**src/rtl/sort_frequent_seq_pkg.sv**
```systemverilog
// Shared constants, FSM encoding and entry sizing for the Huffman front-end
// frequency sorter.
package sort_pkg;

    localparam int N_SYM_DEF    = 4;
    localparam int FREQ_W_DEF   = 4;
    localparam int SYM_W_DEF    = 4;
    localparam int SYM_BASE_DEF = 10;

    typedef enum logic [1:0] {
        ST_IDLE = 2'd0,
        ST_SORT = 2'd1,
        ST_DONE = 2'd2
    } state_e;

    // A sort entry is {freq, sym}, so the full entry doubles as the sort key.
    function automatic int entry_width(input int freq_w, input int sym_w);
        return freq_w + sym_w;
    endfunction

endpackage

```
**src/rtl/sort_frequent_seq_if.sv**
```systemverilog
// Producer/consumer handshake bundle around the frequency sorter: one
// accept channel from the frequency counter, one result channel to the tree builder.
interface sort_frequent_seq_if
    import sort_pkg::*;
#(
    parameter int N_SYM  = N_SYM_DEF,
    parameter int FREQ_W = FREQ_W_DEF,
    parameter int SYM_W  = SYM_W_DEF
);

    localparam int E    = entry_width(FREQ_W, SYM_W);
    localparam int ZC_W = $clog2(N_SYM + 1);

    logic                    IN_VALID;
    logic                    IN_READY;
    logic [N_SYM*FREQ_W-1:0] FREQ_IN;
    logic                    DESCEND;
    logic                    OUT_VALID;
    logic                    OUT_READY;
    logic [N_SYM*E-1:0]      SORT_OUT;
    logic [ZC_W-1:0]         ZERO_CNT;

    modport slave (
        input  IN_VALID, FREQ_IN, DESCEND, OUT_READY,
        output IN_READY, OUT_VALID, SORT_OUT, ZERO_CNT
    );

    modport master (
        output IN_VALID, FREQ_IN, DESCEND, OUT_READY,
        input  IN_READY, OUT_VALID, SORT_OUT, ZERO_CNT
    );

endinterface

```
**src/rtl/sort_frequent_seq_cmp_swap.sv**
```systemverilog
// Combinational compare-exchange cell of the odd-even transposition network;
// out_a receives the entry that belongs first in the selected order.
module sort_cmp_swap
    import sort_pkg::*;
#(
    parameter int E = entry_width(FREQ_W_DEF, SYM_W_DEF)
) (
    input  logic [E-1:0] a,
    input  logic [E-1:0] b,
    input  logic         descend,
    output logic [E-1:0] out_a,
    output logic [E-1:0] out_b
);

    logic swap;

    always_comb begin
        swap  = descend ? (a < b) : (a > b);
        out_a = swap ? b : a;
        out_b = swap ? a : b;
    end

endmodule

```
**src/rtl/sort_frequent_seq.sv**
```systemverilog
// Sequential frequency sorter: tags each slot with its symbol code, runs one
// odd-even transposition phase per clock, then offers the result under valid/ready.
module sort_frequent_seq
    import sort_pkg::*;
#(
    parameter int N_SYM    = N_SYM_DEF,
    parameter int FREQ_W   = FREQ_W_DEF,
    parameter int SYM_W    = SYM_W_DEF,
    parameter int SYM_BASE = SYM_BASE_DEF
) (
    input logic               CLK,
    input logic               nRST,
    sort_frequent_seq_if.slave bus
);

    localparam int E    = entry_width(FREQ_W, SYM_W);
    localparam int ZC_W = $clog2(N_SYM + 1);
    localparam int PH_W = $clog2(N_SYM);
    localparam logic [PH_W-1:0] LAST_PHASE = PH_W'(N_SYM - 1);

    state_e            state_q, state_d;
    logic [PH_W-1:0]   phase_q, phase_d;
    logic              descend_q, descend_d;
    logic [ZC_W-1:0]   zero_cnt_q, zero_cnt_d;
    logic [E-1:0]      entry_q  [N_SYM];
    logic [E-1:0]      entry_d  [N_SYM];
    logic [E-1:0]      load_val [N_SYM];
    logic [E-1:0]      even_res [N_SYM];
    logic [E-1:0]      odd_res  [N_SYM];
    logic [N_SYM*E-1:0] sort_out;
    logic              in_ready;
    logic              out_valid;

    function automatic logic [ZC_W-1:0] count_zeros(input logic [N_SYM*FREQ_W-1:0] freq);
        logic [ZC_W-1:0] cnt;
        cnt = '0;
        for (int i = 0; i < N_SYM; i++) begin
            if (freq[i*FREQ_W +: FREQ_W] == '0) cnt = cnt + ZC_W'(1);
        end
        return cnt;
    endfunction

    for (genvar i = 0; i < N_SYM; i++) begin : g_load
        assign load_val[i] = {bus.FREQ_IN[i*FREQ_W +: FREQ_W], SYM_W'(SYM_BASE + i)};
    end

    for (genvar p = 0; p < N_SYM/2; p++) begin : g_even
        sort_cmp_swap #(.E(E)) u_cmp (
            .a       (entry_q[2*p]),
            .b       (entry_q[2*p+1]),
            .descend (descend_q),
            .out_a   (even_res[2*p]),
            .out_b   (even_res[2*p+1])
        );
    end

    // The odd phase leaves both end slots untouched.
    assign odd_res[0]       = entry_q[0];
    assign odd_res[N_SYM-1] = entry_q[N_SYM-1];

    for (genvar p = 0; p < N_SYM/2 - 1; p++) begin : g_odd
        sort_cmp_swap #(.E(E)) u_cmp (
            .a       (entry_q[2*p+1]),
            .b       (entry_q[2*p+2]),
            .descend (descend_q),
            .out_a   (odd_res[2*p+1]),
            .out_b   (odd_res[2*p+2])
        );
    end

    always_comb begin
        state_d    = state_q;
        phase_d    = phase_q;
        descend_d  = descend_q;
        zero_cnt_d = zero_cnt_q;
        entry_d    = entry_q;
        in_ready   = 1'b0;
        out_valid  = 1'b0;
        case (state_q)
            ST_IDLE: begin
                in_ready = 1'b1;
                if (bus.IN_VALID) begin
                    entry_d    = load_val;
                    descend_d  = bus.DESCEND;
                    zero_cnt_d = count_zeros(bus.FREQ_IN);
                    phase_d    = '0;
                    state_d    = ST_SORT;
                end
            end
            ST_SORT: begin
                if (phase_q[0]) entry_d = odd_res;
                else            entry_d = even_res;
                if (phase_q == LAST_PHASE) state_d = ST_DONE;
                else                       phase_d = phase_q + PH_W'(1);
            end
            ST_DONE: begin
                out_valid = 1'b1;
                if (bus.OUT_READY) state_d = ST_IDLE;
            end
            default: state_d = ST_IDLE;
        endcase
    end

    always_comb begin
        sort_out = '0;
        for (int k = 0; k < N_SYM; k++) sort_out[k*E +: E] = entry_q[k];
    end

    always_ff @(posedge CLK or negedge nRST) begin
        if (!nRST) begin
            state_q    <= ST_IDLE;
            phase_q    <= '0;
            descend_q  <= 1'b0;
            zero_cnt_q <= '0;
            for (int i = 0; i < N_SYM; i++) entry_q[i] <= '0;
        end else begin
            state_q    <= state_d;
            phase_q    <= phase_d;
            descend_q  <= descend_d;
            zero_cnt_q <= zero_cnt_d;
            entry_q    <= entry_d;
        end
    end

    assign bus.IN_READY  = in_ready;
    assign bus.OUT_VALID = out_valid;
    assign bus.SORT_OUT  = sort_out;
    assign bus.ZERO_CNT  = zero_cnt_q;

endmodule

```
**src/flat_wrapper.sv**
```systemverilog
// flat-port wrapper written by rule: the top's interface ports become plain ports
module sort_frequent_seq_flat import sort_pkg::*;
#(
    parameter int N_SYM    = N_SYM_DEF,
    parameter int FREQ_W   = FREQ_W_DEF,
    parameter int SYM_W    = SYM_W_DEF,
    parameter int SYM_BASE = SYM_BASE_DEF
)
  (CLK, nRST, bus_IN_VALID, bus_FREQ_IN, bus_DESCEND, bus_OUT_READY, bus_IN_READY, bus_OUT_VALID, bus_SORT_OUT, bus_ZERO_CNT);
  sort_frequent_seq_if #(.N_SYM(N_SYM), .FREQ_W(FREQ_W), .SYM_W(SYM_W)) bus_i ();
  input logic CLK;
  input logic nRST;
  input wire logic [$bits(bus_i.IN_VALID)-1:0] bus_IN_VALID;
  input wire logic [$bits(bus_i.FREQ_IN)-1:0] bus_FREQ_IN;
  input wire logic [$bits(bus_i.DESCEND)-1:0] bus_DESCEND;
  input wire logic [$bits(bus_i.OUT_READY)-1:0] bus_OUT_READY;
  output wire logic [$bits(bus_i.IN_READY)-1:0] bus_IN_READY;
  output wire logic [$bits(bus_i.OUT_VALID)-1:0] bus_OUT_VALID;
  output wire logic [$bits(bus_i.SORT_OUT)-1:0] bus_SORT_OUT;
  output wire logic [$bits(bus_i.ZERO_CNT)-1:0] bus_ZERO_CNT;
  assign bus_i.IN_VALID = bus_IN_VALID;
  assign bus_i.FREQ_IN = bus_FREQ_IN;
  assign bus_i.DESCEND = bus_DESCEND;
  assign bus_i.OUT_READY = bus_OUT_READY;
  assign bus_IN_READY = bus_i.IN_READY;
  assign bus_OUT_VALID = bus_i.OUT_VALID;
  assign bus_SORT_OUT = bus_i.SORT_OUT;
  assign bus_ZERO_CNT = bus_i.ZERO_CNT;
  sort_frequent_seq #(.N_SYM(N_SYM), .FREQ_W(FREQ_W), .SYM_W(SYM_W), .SYM_BASE(SYM_BASE)) u_core (.CLK(CLK), .nRST(nRST), .bus(bus_i));
endmodule
```
**config.mk**
```make
export PLATFORM = sky130hd
export DESIGN_NAME = sort_frequent_seq_flat
export DESIGN_NICKNAME = d
export VERILOG_FILES = /design/src/rtl/sort_frequent_seq_pkg.sv /design/src/rtl/sort_frequent_seq_if.sv /design/src/rtl/sort_frequent_seq_cmp_swap.sv /design/src/rtl/sort_frequent_seq.sv /design/src/flat_wrapper.sv
export SDC_FILE = /design/constraint.sdc
export NUM_CORES = 1
export LEC_CHECK = 0
export ABC_AREA = 1
export CAP_MARGIN = 20
export CORE_MARGIN = 1
export CORE_UTILIZATION = 51
export CTS_CLUSTER_SIZE = 25
export DETAILED_ROUTE_END_ITERATION = 8
export MAX_ROUTING_LAYER = met4
export PLACE_DENSITY_LB_ADDON = 0.15
export SLEW_MARGIN = 0
export SYNTH_ARGS = -nofsm -noshare
export SYNTH_HDL_FRONTEND = slang
export SYNTH_SLANG_ARGS = --single-unit
```
**constraint.sdc**
```tcl
create_clock -name CLK -period 2.5 [get_ports CLK]
set_clock_uncertainty 0.15 [all_clocks]
set_input_delay 0.5 -clock CLK [delete_from_list [all_inputs] [get_ports CLK]]
set_output_delay 0.5 -clock CLK [all_outputs]
set_load 0.02 [all_outputs]
```
* Word-level counts from Yosys, hierarchy flattened
Cells that the tools add are included.
Word-level totals: bits in registers 40, bits of input ports 21, output and inout port bits 37
Cells by class: order comparisons 6, multiplexer cells 31, reduce and logical (&&, ||, !) cells 13, equality and inequality tests 13, add/subtract/negate cells 4
Operators by type and width (number):
- 32-bit 2-to-1 mux | 2
- 32-bit one-hot mux with 2 select lines | 1
- 8-bit 2-to-1 mux | 6
- 3-bit 2-to-1 mux | 9
- 8-bit greater-than comparator | 3
- 8-bit < comparator | 3
- 4-bit zero test | 4
- 4-bit AND reduction | 4
- 2-bit inequality test (second input constant) | 6
- 2-bit 2-to-1 mux | 5
- 3-bit by 1-bit adder with 3-bit output (second input constant) | 3
- 1-bit 2-to-1 mux | 6
- 3-bit by 2-bit inequality test with 1-bit output (second input constant) | 2
- 2-bit one-hot mux with 3 select lines | 1
- 3-bit AND reduction | 2
- 2-bit equality test (second input constant) | 2
- 2-bit one-hot mux with 2 select lines | 1
- 3-bit inequality test (second input constant) | 1
- 2-bit by 1-bit adder with 2-bit output (second input constant) | 1
- 2-bit by 1-bit equality test with 1-bit output (second input constant) | 1
- 2-bit zero test | 1
- 2-bit by 1-bit inequality test with 1-bit output (second input constant) | 1
- 2-bit AND reduction | 1
- 2-bit nonzero test | 1

* Depth between registers and ports, before layout
Gate-level depths: netlist of run 1.
word-level depth 14, mapped depth 15, depth with buffers taken out 15

* Cells and area by module
Synthesis of run 1 repeated with hierarchy kept, for this count alone.
Unflattened totals: cell total of the unflattened synthesis 558, area total of the unflattened synthesis 3622.2 um^2
Modules (own cells, without submodules):
- sort_frequent_seq | times used 1, area each 2143.3 um^2, sequential area each 1001.0 um^2, cells an instance 285
- sort_cmp_swap | times used 3, area each 493.0 um^2, sequential area each 0.0 um^2, cells an instance 91

* Least setup slack after synthesis of run 1
No wires, ideal clock.
path kind in2reg, start in bus_FREQ_IN[2], end reg u_core.zero_cnt_q[1], in the netlist u_core.bus.ZERO_CNT[1], setup slack 0.188 ns, buffers on the path 0, library setup time 0.126 ns, data arrival time 2.036 ns, required time 2.224 ns, stages on the path 9, cells stage by stage nor4_1 -> inv_1 -> ha_1 -> or2_2 -> nand2_1 -> inv_1 -> ha_1 -> nor2_1 -> o21ai_0
Between the ends: cells in the longest elaborated chain, start to end 14
RTL lines:
- from (decl) | RTL line flat_wrapper.sv:14 | input wire logic [$bits(bus_i.FREQ_IN)-1:0] bus_FREQ_IN;
- 4-bit zero test * | RTL line sort_frequent_seq.sv:38 | if (freq[i*FREQ_W +: FREQ_W] == '0) cnt = cnt + ZC_W'(1);
- 1-bit 2-to-1 mux * | RTL line sort_frequent_seq.sv:38
- 3-bit 2-to-1 mux * | RTL line sort_frequent_seq.sv:82 | if (bus.IN_VALID) begin
- 3-bit 2-to-1 mux * | RTL line sort_frequent_seq.sv:79 | case (state_q)
- 3-bit by 1-bit adder with 3-bit output | RTL line sort_frequent_seq.sv:38
- 3-bit 2-to-1 mux * | RTL line sort_frequent_seq.sv:38
- 3-bit 2-to-1 mux * | RTL line sort_frequent_seq.sv:82
- 3-bit 2-to-1 mux * | RTL line sort_frequent_seq.sv:79
- 3-bit by 1-bit adder with 3-bit output | RTL line sort_frequent_seq.sv:38
- 3-bit 2-to-1 mux * | RTL line sort_frequent_seq.sv:38
- 3-bit 2-to-1 mux * | RTL line sort_frequent_seq.sv:82
- 3-bit 2-to-1 mux * | RTL line sort_frequent_seq.sv:79
- 3-bit by 1-bit adder with 3-bit output | RTL line sort_frequent_seq.sv:38
- 3-bit 2-to-1 mux * | RTL line sort_frequent_seq.sv:38
- to (signal assigned) | RTL line sort_frequent_seq.sv:120 | zero_cnt_q <= zero_cnt_d;
- to (decl) | RTL line sort_frequent_seq.sv:24 | logic [ZC_W-1:0] zero_cnt_q, zero_cnt_d;
Every way passes the cells marked *; elsewhere a longest branch is shown, timed or not. The select of a mux whose other input is x is not followed. A chain may end at the register's enable or synchronous reset.

* Final worst setup path of run 1
start in bus_FREQ_IN[3], end reg u_core.zero_cnt_q[1], in the netlist u_core.bus.ZERO_CNT[1]
The elaborated chain is that of the path after synthesis.

==> results of run 1 <==
## cell type report
| type | instances | share of cell area [%] |
|---|---|---|
| multi-input combinational | 265 | 42.1 |
| sequential | 40 | 27.4 |
| inverter | 44 | 4.59 |
| tap | 70 | 2.40 |
| timing repair buffer | 79 | 20.2 |
| clock inverter | 2 | 1.06 |
| clock buffer | 6 | 2.26 |
## worst max path at each step
| stage | start | depth (start not counted) | slack (ps) | endpoint |
|---|---|---|---|---|
| after floorplan | bus_FREQ_IN[2] | 9 | 190 | u_core.bus.ZERO_CNT[1]$_DFFE_PN0P_ |
| after global placement | bus_FREQ_IN[7] | 10 | -370 | u_core.bus.ZERO_CNT[1]$_DFFE_PN0P_ |
| after detailed placement | bus_FREQ_IN[2] | 10 | -490 | u_core.bus.ZERO_CNT[1]$_DFFE_PN0P_ |
| after CTS | bus_FREQ_IN[0] | 10 | 20 | u_core.bus.ZERO_CNT[1]$_DFFE_PN0P_ |
| after global routing | bus_FREQ_IN[4] | 11 | 30 | u_core.bus.ZERO_CNT[2]$_DFFE_PN0P_ |
| final | bus_FREQ_IN[3] | 10 | 190 | u_core.bus.ZERO_CNT[1]$_DFFE_PN0P_ |
## synthesized netlist by cell type
master	count
sky130_fd_sc_hd__o22ai_1	1
sky130_fd_sc_hd__a31oi_1	1
sky130_fd_sc_hd__a22oi_1	11
sky130_fd_sc_hd__o21a_1	2
sky130_fd_sc_hd__nor2_4	1
sky130_fd_sc_hd__o21bai_1	1
sky130_fd_sc_hd__o21ai_1	8
sky130_fd_sc_hd__dfrtp_1	40
sky130_fd_sc_hd__inv_4	1
sky130_fd_sc_hd__or2_2	1
sky130_fd_sc_hd__nand2_2	6
sky130_fd_sc_hd__clkbuf_1	2
sky130_fd_sc_hd__inv_1	41
sky130_fd_sc_hd__buf_2	2
sky130_fd_sc_hd__nor4_1	2
sky130_fd_sc_hd__ha_1	28
sky130_fd_sc_hd__a21oi_1	18
sky130_fd_sc_hd__buf_6	2
sky130_fd_sc_hd__nand2_4	1
sky130_fd_sc_hd__nor2_2	1
sky130_fd_sc_hd__nor2_1	17
sky130_fd_sc_hd__o21ai_0	17
sky130_fd_sc_hd__inv_2	2
sky130_fd_sc_hd__xnor2_1	1
sky130_fd_sc_hd__a21o_1	1
sky130_fd_sc_hd__nor2_8	1
sky130_fd_sc_hd__nand4_2	2
sky130_fd_sc_hd__o211ai_1	4
sky130_fd_sc_hd__buf_4	2
sky130_fd_sc_hd__o221ai_1	4
sky130_fd_sc_hd__o31ai_1	1
sky130_fd_sc_hd__nand2_1	107
sky130_fd_sc_hd__nand3_1	28
## sequential cells by signal, indices dropped and copies added (netlist names)
register             count
u_core.bus.SORT_OUT     32
u_core.bus.ZERO_CNT      3
u_core.phase_q           2
u_core.state_q           2
u_core.descend_q         1
## through the flow
step	hold WS [ps]	cell area, um2	instances
floorplan	54.4	2730	357
global placement	271	3480	496
detailed placement	276	3480	496
CTS	358	3640	506
global route	383	3660	506
finish	349	3660	506
## metal layers
layer / wire [um] / part of all wire, % / global-route usage, %
met5: 0 / 0 / -
met4: 91 / 1.3 / 7.82
met3: 343 / 4.8 / 4.95
met2: 3500 / 48 / 47.3
met1: 3280 / 45 / 38.0
## cell families (layout without fill, tap and decap cells)
logic type / count (synthesis) / in the layout / share of synthesized area [%]
and+or+nand+nor: 167 / 167 / 26.9
AOI/OAI and AO/OA: 69 / 69 / 15.1
buffers and inverters: 52 / 131 / 8.15
DFF: 40 / 40 / 36.6
adders and majority gates: 28 / 28 / 12.8
xor gates and xnor gates: 1 / 1 / 0.321
## critical path: stages
cell	delay (ps)
sky130_fd_sc_hd__dlygate4sd2_1	260
sky130_fd_sc_hd__nor4_4	310
sky130_fd_sc_hd__inv_1	80
sky130_fd_sc_hd__ha_1	300
sky130_fd_sc_hd__or2_2	310
sky130_fd_sc_hd__nand2_2	70
sky130_fd_sc_hd__inv_1	50
sky130_fd_sc_hd__ha_1	270
sky130_fd_sc_hd__nor2_1	100
sky130_fd_sc_hd__o21ai_0	90
## repair_timing
| action | in CTS | in global routing |
|---|---|---|
| endpoints found under the hold margin | 14 | 0 |
| endpoints found under the setup margin | 2 | 2 |
| resized for setup | 8 | 5 |
| pin swaps | 2 | 2 |
| hold buffers | 1 | 0 |
| buffers inserted | 1 | 0 |
## power groups by stage
stage	sequential [mW]	combinational (mW)	clock, mW
6_report	1.25	3.57	0.573
5_1_grt	1.29	4.01	0.605
4_1_cts	1.24	3.56	0.580
3_5_place_dp	1.25	3.54	0
3_3_place_gp	1.25	3.45	0
2_1_floorplan	1.47	2.17	0
==> results.json, run 1 <==
{
  "cts_htree_levels": 2,
  "timing.hold.worst_endpoint": "u_core.bus.ZERO_CNT[1]$_DFFE_PN0P_",
  "route.detailed.drc": 0,
  "regToRegStartpoint": "u_core.bus.SORT_OUT[15]$_DFFE_PN0P_",
  "netlist_instances": 357,
  "vias_post_dr": 2740,
  "min_path_type": "reg -> reg",
  "timing.critical_path.to_type": "flip-flop",
  "final_common_cell": "sky130_fd_sc_hd__nand2_1",
  "ir_worst_vdd_v": 0.000805,
  "yosys-top-cells-area": "sky130_fd_sc_hd__dfrtp_1, sky130_fd_sc_hd__nand2_1, sky130_fd_sc_hd__ha_1, sky130_fd_sc_hd__inv_1, sky130_fd_sc_hd__nand3_1",
  "worstSkewPairLatency_ps": 300,
  "rows": 26,
  "diodes": 0,
  "finalMaxSlewViolations": 0,
  "rsz_0062_raised_after_global_routing": "false",
  "grt_max_degree": 27,
  "total_power_mw": 5.39,
  "synth_area_leader_cell": "sky130_fd_sc_hd__dfrtp_1",
  "final.fill_count": 443,
  "drtAntennaViolNets": 0,
  "area.growth.synth_to_final_pct": 33.9,
  "synth_largest_type_area_fraction_pct": 36.6,
  "worstPathArrival_ps": 2340,
  "power.share.combinational_pct": 66.2,
  "cts_tree": "built",
  "post-route-min-period_ps": 2310,
  "detailed_place_hpwl_um": 5490,
  "firstDrtPassIters": 6,
  "power_report.internal_total_mw": 2.65,
  "drt_wl_total_um": 7210,
  "worst-path-max-fanout": 2,
  "pin_count": 58,
  "slew-limit-headroom_pct": 51.4,
  "final.setup.worst_slack_ps": 191,
  "io_buffers": 57,
  "crit_required_ps": 2540,
  "ys_types": 33,
  "p_per_area_nw_per_um2": 1470,
  "power_switching_mw": 2.73,
  "holdCritStartpoint": "u_core.bus.ZERO_CNT[1]$_DFFE_PN0P_",
  "design.final.nets": 484,
  "clock_path_buffers": 2,
  "timing.reg2reg.setup_slack_ps": 260,
  "final_cell_mix": "sky130_fd_sc_hd__nand2_1, sky130_fd_sc_hd__clkdlybuf4s50_1, sky130_fd_sc_hd__inv_1, sky130_fd_sc_hd__dfrtp_1",
  "initial_core_util_pct": 53.1,
  "numClockSinks": 40,
  "globalRouteOverflowTotal": 0,
  "total_nets_after_synthesis": 406,
  "layout.area.seq_um2": 1000,
  "multiInputGateArea_um2": 1540,
  "synth_area_um2": 2730,
  "netSwitchingFraction_pct": 50.7,
  "worstSetupPathType": "in -> reg",
  "timing.critical_path.from_type": "input pin",
  "die_x_um": 75.2,
  "endpoints_failing_hold": 0,
  "die_area_um2": 5650,
  "timing.hold.worst_path_depth": 2,
  "reg2reg_to": "u_core.bus.SORT_OUT[14]$_DFFE_PN0P_",
  "avgViaCountPerCell": 5.42,
  "synth.yosys.warnings": 0,
  "post_route_cells_drive_above_1_share_pct": 11.2,
  "worstRegToRegCells": 10,
  "clock_tree.root_cell": "sky130_fd_sc_hd__clkbuf_8",
  "grt_first_pass_wirelength_um": 11900,
  "gr-usage-all-layers_pct": 29.2,
  "synth.ff_latch_count": 40,
  "gpl.final_weighted_congestion": 0.872,
  "finish.utilization_pct": 71.1,
  "average_instance_area_after_synthesis_um2": 7.65,
  "avgRoutedWirePerCell_um": 14.3,
  "tritoncts.num_buffers": 5,
  "worst_pin_slew_ps": 728,
  "core_um2": 5140,
  "drt-initial-drc-count": 186,
  "power_frac_seq_pct": 23.1,
  "drv.max_cap_violation_count": 0,
  "status": "complete, no violations",
  "power_frac_clock_pct": 10.6,
  "clk_pin_slew_ps": 80,
  "maxClockFrequency_mhz": 433,
  "total_leakage_power_nw": 1.85,
  "antenna_found_initial": 0,
  "ys_seq_area_share_pct": 36.6,
  "fp.dieH_um": 75.2,
  "first_global_vias": 2517,
  "setup_violations": 0,
  "fin_setup_tns_ps": 0,
  "layout_worst_path_cycle_share_pct": 92.4,
  "pre_cts_ws_ps": -486
}
Power figures use the tool's default switching activity.
==> inputs of run 2 (changes only) <==
--- a/config.mk
+++ b/config.mk
@@ -11,6 +11,7 @@
 export CORE_UTILIZATION = 51
 export CTS_CLUSTER_SIZE = 25
 export DETAILED_ROUTE_END_ITERATION = 8
+export GPL_ROUTABILITY_DRIVEN = 0
 export MAX_ROUTING_LAYER = met4
 export PLACE_DENSITY_LB_ADDON = 0.15
 export SLEW_MARGIN = 0
==> run 2 against run 1 <==
Critical path depth is the same. Cell area shrank 0.86%. Combinational power is essentially flat. Final cell count is the same. Core utilization shrank 0.61 points. Global-route usage grew 0.58 points. Maximum frequency shrank 2.0%. Largest power group unchanged.
==> results.json, run 2 (synthesis results as in run 1) <==
{
  "cts_htree_levels": 2,
  "worstPathArrival_ps": 2400,
  "total_power_mw": 5.29,
  "firstDrtPassIters": 4,
  "timing.reg2reg.setup_slack_ps": 290,
  "final_common_cell": "sky130_fd_sc_hd__nand2_1",
  "finalMaxSlewViolations": 0,
  "initial_core_util_pct": 53.1,
  "clk_pin_slew_ps": 90,
  "worstSetupPathType": "in -> reg",
  "worstSetupEndpoint": "u_core.bus.ZERO_CNT[1]$_DFFE_PN0P_",
  "worst-path-max-fanout": 2,
  "post-route-cell-area_um2": 3620,
  "path_cells": "clkdlybuf4s50_1 -> nor4_4 -> inv_1 -> ha_1 -> or2_2 -> nand2_2 -> inv_1 -> ha_1 -> nor2_1 -> o21ai_0",
  "postPlaceCellArea_um2": 3470,
  "place.detailed.instances": 495,
  "clock_tree.root_cell": "sky130_fd_sc_hd__clkbuf_8",
  "min_path_type": "reg -> reg",
  "finish.utilization_pct": 70.5,
  "antenna_found_initial": 0,
  "final.fill_count": 468,
  "multiInputGateArea_um2": 1530,
  "status": "complete, no violations",
  "fp.dieH_um": 75.2,
  "core_um2": 5140,
  "crit_buf_inv": 3,
  "detailed_place_hpwl_um": 5470,
  "pin_count": 58,
  "drt-initial-drc-count": 135,
  "regToRegStartpoint": "u_core.bus.SORT_OUT[14]$_DFFE_PN0P_",
  "avgRoutedWirePerCell_um": 14.5,
  "vias_post_dr": 2698,
  "crit_required_ps": 2550,
  "fin_setup_tns_ps": 0,
  "layout_worst_path_cycle_share_pct": 94.2,
  "critical_path_depth_in_cells": 10,
  "die_area_um2": 5650,
  "maxClockFrequency_mhz": 425,
  "worst_setup_path_startpoint": "bus_FREQ_IN[6]",
  "grt_first_pass_wirelength_um": 12100,
  "clock_path_buffers": 2,
  "first_global_vias": 2560,
  "layout.area.seq_um2": 1000,
  "diodes": 0,
  "finish.cell_count_without_fillers": 506,
  "drv.max_cap_violation_count": 0,
  "drt_wl_total_um": 7320,
  "worst_pin_slew_ps": 777,
  "p_per_area_nw_per_um2": 1460,
  "setup_violations": 0,
  "post_route_cells_drive_above_1_share_pct": 11.2,
  "timing.critical_path.from_type": "input pin",
  "endpoints_failing_hold": 0,
  "total_leakage_power_nw": 1.84,
  "numClockSinks": 40,
  "critPathTopFamily": "simple AND/OR/NAND/NOR gates",
  "cts_tree": "built",
  "slew-limit-headroom_pct": 48.1,
  "final_cell_mix": "sky130_fd_sc_hd__nand2_1, sky130_fd_sc_hd__clkdlybuf4s50_1, sky130_fd_sc_hd__inv_1, sky130_fd_sc_hd__dfrtp_1",
  "worst_path_max_delay_cell": "sky130_fd_sc_hd__clkdlybuf4s50_1",
  "post-route-min-period_ps": 2350,
  "avgViaCountPerCell": 5.33,
  "crit_path_max_incr_delay_ps": 460,
  "worstRegToRegCells": 10,
  "ir_worst_vdd_v": 0.000718,
  "drtAntennaViolNets": 0,
  "io_buffers": 57,
  "grt_max_degree": 27,
  "timing.critical_path.to_type": "flip-flop",
  "route.detailed.drc": 0,
  "globalRouteOverflowTotal": 0,
  "design.final.nets": 484,
  "area.growth.synth_to_final_pct": 32.7,
  "reg2reg_to": "u_core.bus.SORT_OUT[13]$_DFFE_PN0P_",
  "largest_reg_flops": 32,
  "worstSkewPairLatency_ps": 310,
  "rsz_0062_raised_after_global_routing": "false",
  "rows": 26,
  "gr-usage-all-layers_pct": 29.8,
  "die_x_um": 75.2,
  "tritoncts.num_buffers": 5
}
## run 2: layout make-up
type | instances | area share (%)
clock buffers | 6 | 2.28
clock inverters | 2 | 0.276
inverters | 44 | 4.63
multi-input cells | 265 | 42.3
flip-flops and latches | 40 | 27.6
well taps | 70 | 2.42
repair buffers | 79 | 20.5
## run 2: stage by stage
stage	hold slack (ps)	worst slack, ps
3_5_place_dp	277	-416
3_3_place_gp	272	-369
5_1_grt	380	7.41
6_report	343	145
4_1_cts	346	0.00111
2_1_floorplan	54.4	188
## run 2: how the worst min path moves through the flow
stage / startpoint / to / slack (ps) / cells past startpoint
5_1_grt: u_core.bus.ZERO_CNT[1]$_DFFE_PN0P_ / u_core.bus.ZERO_CNT[1]$_DFFE_PN0P_ / 380 / 2
4_1_cts: u_core.bus.ZERO_CNT[1]$_DFFE_PN0P_ / u_core.bus.ZERO_CNT[1]$_DFFE_PN0P_ / 350 / 2
2_1_floorplan: nRST / u_core.bus.SORT_OUT[0]$_DFFE_PN0P_ / 50 / 0
3_5_place_dp: nRST / u_core.bus.SORT_OUT[10]$_DFFE_PN0P_ / 280 / 1
6_report: u_core.bus.ZERO_CNT[1]$_DFFE_PN0P_ / u_core.bus.ZERO_CNT[1]$_DFFE_PN0P_ / 340 / 2
3_3_place_gp: nRST / u_core.bus.SORT_OUT[10]$_DFFE_PN0P_ / 270 / 1
## run 2: worst reg2reg max path: stages, from the launching register on
cell	delay, ps
sky130_fd_sc_hd__dfrtp_1	470
sky130_fd_sc_hd__inv_1	110
sky130_fd_sc_hd__ha_1	280
sky130_fd_sc_hd__nand2_1	70
sky130_fd_sc_hd__nor2_1	170
sky130_fd_sc_hd__nand2_1	90
sky130_fd_sc_hd__nand3_1	110
sky130_fd_sc_hd__nand4_2	290
sky130_fd_sc_hd__nand2_2	280
sky130_fd_sc_hd__nand2_1	70
sky130_fd_sc_hd__nand2_1	70
## run 2: metal layers
metal,up-vias,routed length [um],GRT usage [%]
li1,1347,-,-
met4,0,131,10.9
met1,1253,3260,36.7
met5,-,0,-
met2,87,3510,49.3
met3,11,425,4.95
## run 2: power by group
group / total, mW / switching [mW] / leakage, nW / internal (mW)
Sequential: 1.25 / 0.306 / 0.506 / 0.939
Combinational: 3.58 / 2.19 / 1.29 / 1.39
Clock: 0.462 / 0.242 / 0.0510 / 0.220
## run 2: what timing repair did
| action | CTS | global route |
|---|---|---|
| hold endpoints to repair | 14 | 0 |
| pin swaps | 2 | 3 |
| hold buffers | 1 | 0 |
| resized for setup | 3 | 7 |
| buffers inserted | 1 | 1 |
| endpoints found under the setup margin | 2 | 2 |
==> inputs of run 3 (changes only) <==
--- a/config.mk
+++ b/config.mk
@@ -13,7 +13,7 @@
 export DETAILED_ROUTE_END_ITERATION = 8
 export GPL_ROUTABILITY_DRIVEN = 0
 export MAX_ROUTING_LAYER = met4
-export PLACE_DENSITY_LB_ADDON = 0.15
+export PLACE_DENSITY_LB_ADDON = 0.1
 export SLEW_MARGIN = 0
 export SYNTH_ARGS = -nofsm -noshare
 export SYNTH_HDL_FRONTEND = slang
==> run 3 against run 2 <==
Critical path depth rose by 1. Wire length grew 1.4%. Hold slack better by 1.2 ps. Register-to-register slack got worse by 60 ps. Power rose by 2.9%. Core utilization about the same. Flip-flop and latch count unchanged. First-iteration DRC count is 27% higher. Global-route usage up 0.57 points.
==> results.json, run 3 (synthesis results as in run 1) <==
{
  "antenna_found_initial": 0,
  "setup_violations": 0,
  "post_route_cells_drive_above_1_share_pct": 10.0,
  "cts_htree_levels": 2,
  "power_frac_seq_pct": 23.0,
  "power_report.internal_total_mw": 2.69,
  "core_um2": 5140,
  "clk_pin_slew_ps": 80,
  "final_common_cell": "sky130_fd_sc_hd__nand2_1",
  "met2RoutedLength_um": 3640,
  "path_cells": "clkdlybuf4s50_1 -> nor4_4 -> inv_1 -> ha_1 -> or2_2 -> nand2_2 -> inv_1 -> ha_1 -> nand2_1 -> xnor2_1 -> o21ai_0",
  "firstDrtPassIters": 4,
  "tritoncts.num_buffers": 5,
  "worst_pin_slew_ps": 771,
  "postCtsSetupBuffers": 0,
  "drtAntennaViolNets": 0,
  "die_x_um": 75.2,
  "layout_worst_path_cycle_share_pct": 94.7,
  "cts_tree": "built",
  "drt_wl_total_um": 7430,
  "clock_path_buffers": 2,
  "total_leakage_power_nw": 1.82,
  "power.share.combinational_pct": 66.0,
  "fp.dieH_um": 75.2,
  "grt_first_pass_wirelength_um": 12300,
  "wirelength_met1_um": 3330,
  "power_frac_clock_pct": 11.0,
  "worst-path-max-fanout": 2,
  "io_buffers": 57,
  "finish.utilization_pct": 70.6,
  "timing.critical_path.to_type": "flip-flop",
  "crit_required_ps": 2520,
  "worstSkewPairLatency_ps": 300,
  "post_route_worst_hold_slack_ps": 344,
  "area.growth.synth_to_final_pct": 32.8,
  "grt_max_degree": 29,
  "avgViaCountPerCell": 5.42,
  "detailed_place_hpwl_um": 5500,
  "design.final.nets": 478,
  "clock_tree.root_cell": "sky130_fd_sc_hd__clkbuf_8",
  "rsz_0062_raised_after_global_routing": "false",
  "route.detailed.drc": 0,
  "vias_post_dr": 2712,
  "p_per_area_nw_per_um2": 1500,
  "ir_worst_vdd_v": 0.000686,
  "final.fill_count": 453,
  "wl_met3_um": 355,
  "initial_core_util_pct": 53.1,
  "slew-limit-headroom_pct": 48.5,
  "globalRouteOverflowTotal": 0,
  "netSwitchingFraction_pct": 50.6,
  "finalMaxSlewViolations": 0,
  "numClockSinks": 40,
  "worst_path_max_delay_cell": "sky130_fd_sc_hd__clkdlybuf4s50_1",
  "route.top_layer_used": "met4",
  "worstSetupPathType": "in -> reg",
  "final_cell_mix": "sky130_fd_sc_hd__nand2_1, sky130_fd_sc_hd__clkdlybuf4s50_1, sky130_fd_sc_hd__inv_1, sky130_fd_sc_hd__dfrtp_1",
  "post-route-min-period_ps": 2370,
  "crit_path_max_incr_delay_ps": 460,
  "die_area_um2": 5650,
  "power_switching_mw": 2.75,
  "gr-usage-all-layers_pct": 30.4,
  "maxClockFrequency_mhz": 422,
  "worstPathArrival_ps": 2390,
  "rows": 26,
  "largest_reg_flops": 32,
  "first_global_vias": 2630,
  "timing.critical_path.from_type": "input pin",
  "min_path_type": "reg -> reg",
  "avgRoutedWirePerCell_um": 14.9,
  "diodes": 0,
  "drv.max_cap_violation_count": 0,
  "endpoints_failing_hold": 0,
  "pin_count": 58,
  "drt-initial-drc-count": 171,
  "status": "complete, no violations"
}
run 3: timing repair:
| item | in CTS | in global routing |
|---|---|---|
| pin swaps | 3 | 1 |
| hold buffers | 1 | 0 |
| setup endpoints to repair | 2 | 2 |
| gates resized for setup | 7 | 4 |
| hold endpoints to repair | 12 | 0 |
run 3: layout make-up:
class                   count  area [um2]  share of cell area [%]
inverters                  44         168                    4.62
clock buffers               7        96.3                    2.66
multi-input cells         265        1540                    42.5
clock inverters             1        30.0                   0.828
well taps                  70        87.6                    2.41
repair buffers             73         704                    19.4
flip-flops and latches     40        1000                    27.6
run 3: path summary, 6_finish.rpt:
kind	from	to	slack, ps	cells past startpoint
max	bus_FREQ_IN[7]	u_core.bus.ZERO_CNT[2]$_DFFE_PN0P_	130	11
min	u_core.bus.ZERO_CNT[1]$_DFFE_PN0P_	u_core.bus.ZERO_CNT[1]$_DFFE_PN0P_	340	2
max reg2reg	u_core.bus.SORT_OUT[11]$_DFFE_PN0P_	u_core.bus.SORT_OUT[14]$_DFFE_PN0P_	230	11
min reg2reg	u_core.bus.ZERO_CNT[1]$_DFFE_PN0P_	u_core.bus.ZERO_CNT[1]$_DFFE_PN0P_	340	2
min in group asynchronous	nRST	u_core.bus.SORT_OUT[11]$_DFFE_PN0P_	470	2
max in group asynchronous	nRST	u_core.bus.SORT_OUT[30]$_DFFE_PN0P_	1070	3
run 3: power by group through the flow:
stage | combinational [mW] | sequential (mW) | clock (mW)
final | 3.59 | 1.25 | 0.598
after global routing | 4.03 | 1.29 | 0.629
after CTS | 3.58 | 1.25 | 0.604
after detailed placement | 3.55 | 1.26 | 0
after global placement | 3.45 | 1.25 | 0
after floorplan | 2.17 | 1.47 | 0
run 3: worst max-delay path, delay by kind of cell:
family	cells	cell delay, ps
xor+xnor	1	110
fa+ha+maj	2	470
simple gates	4	630
compound gates	1	80
buf+inv	3	600
run 3: metal layers:
| metal | vias up | global-route usage [%] |
|---|---|---|
| met3 | 11 | 4.15 |
| met1 | 1290 | 39.6 |
| li1 | 1332 | - |
| met5 | - | - |
| met2 | 79 | 49.5 |
| met4 | 0 | 8.64 |
run 3: through the flow:
stage | total power, mW | TNS (ps) | setup WS, ps | cells | instance area (um2)
detailed placement | 4.81 | -1130 | -499 | 491 | 3450
finish | 5.44 | 0 | 133 | 500 | 3630
global placement | 4.71 | -847 | -391 | 491 | 3450
global route | 5.96 | 0 | 6.18 | 500 | 3630
CTS | 5.43 | 0 | 18.1 | 500 | 3610
floorplan | 3.64 | 0 | 188 | 357 | 2730
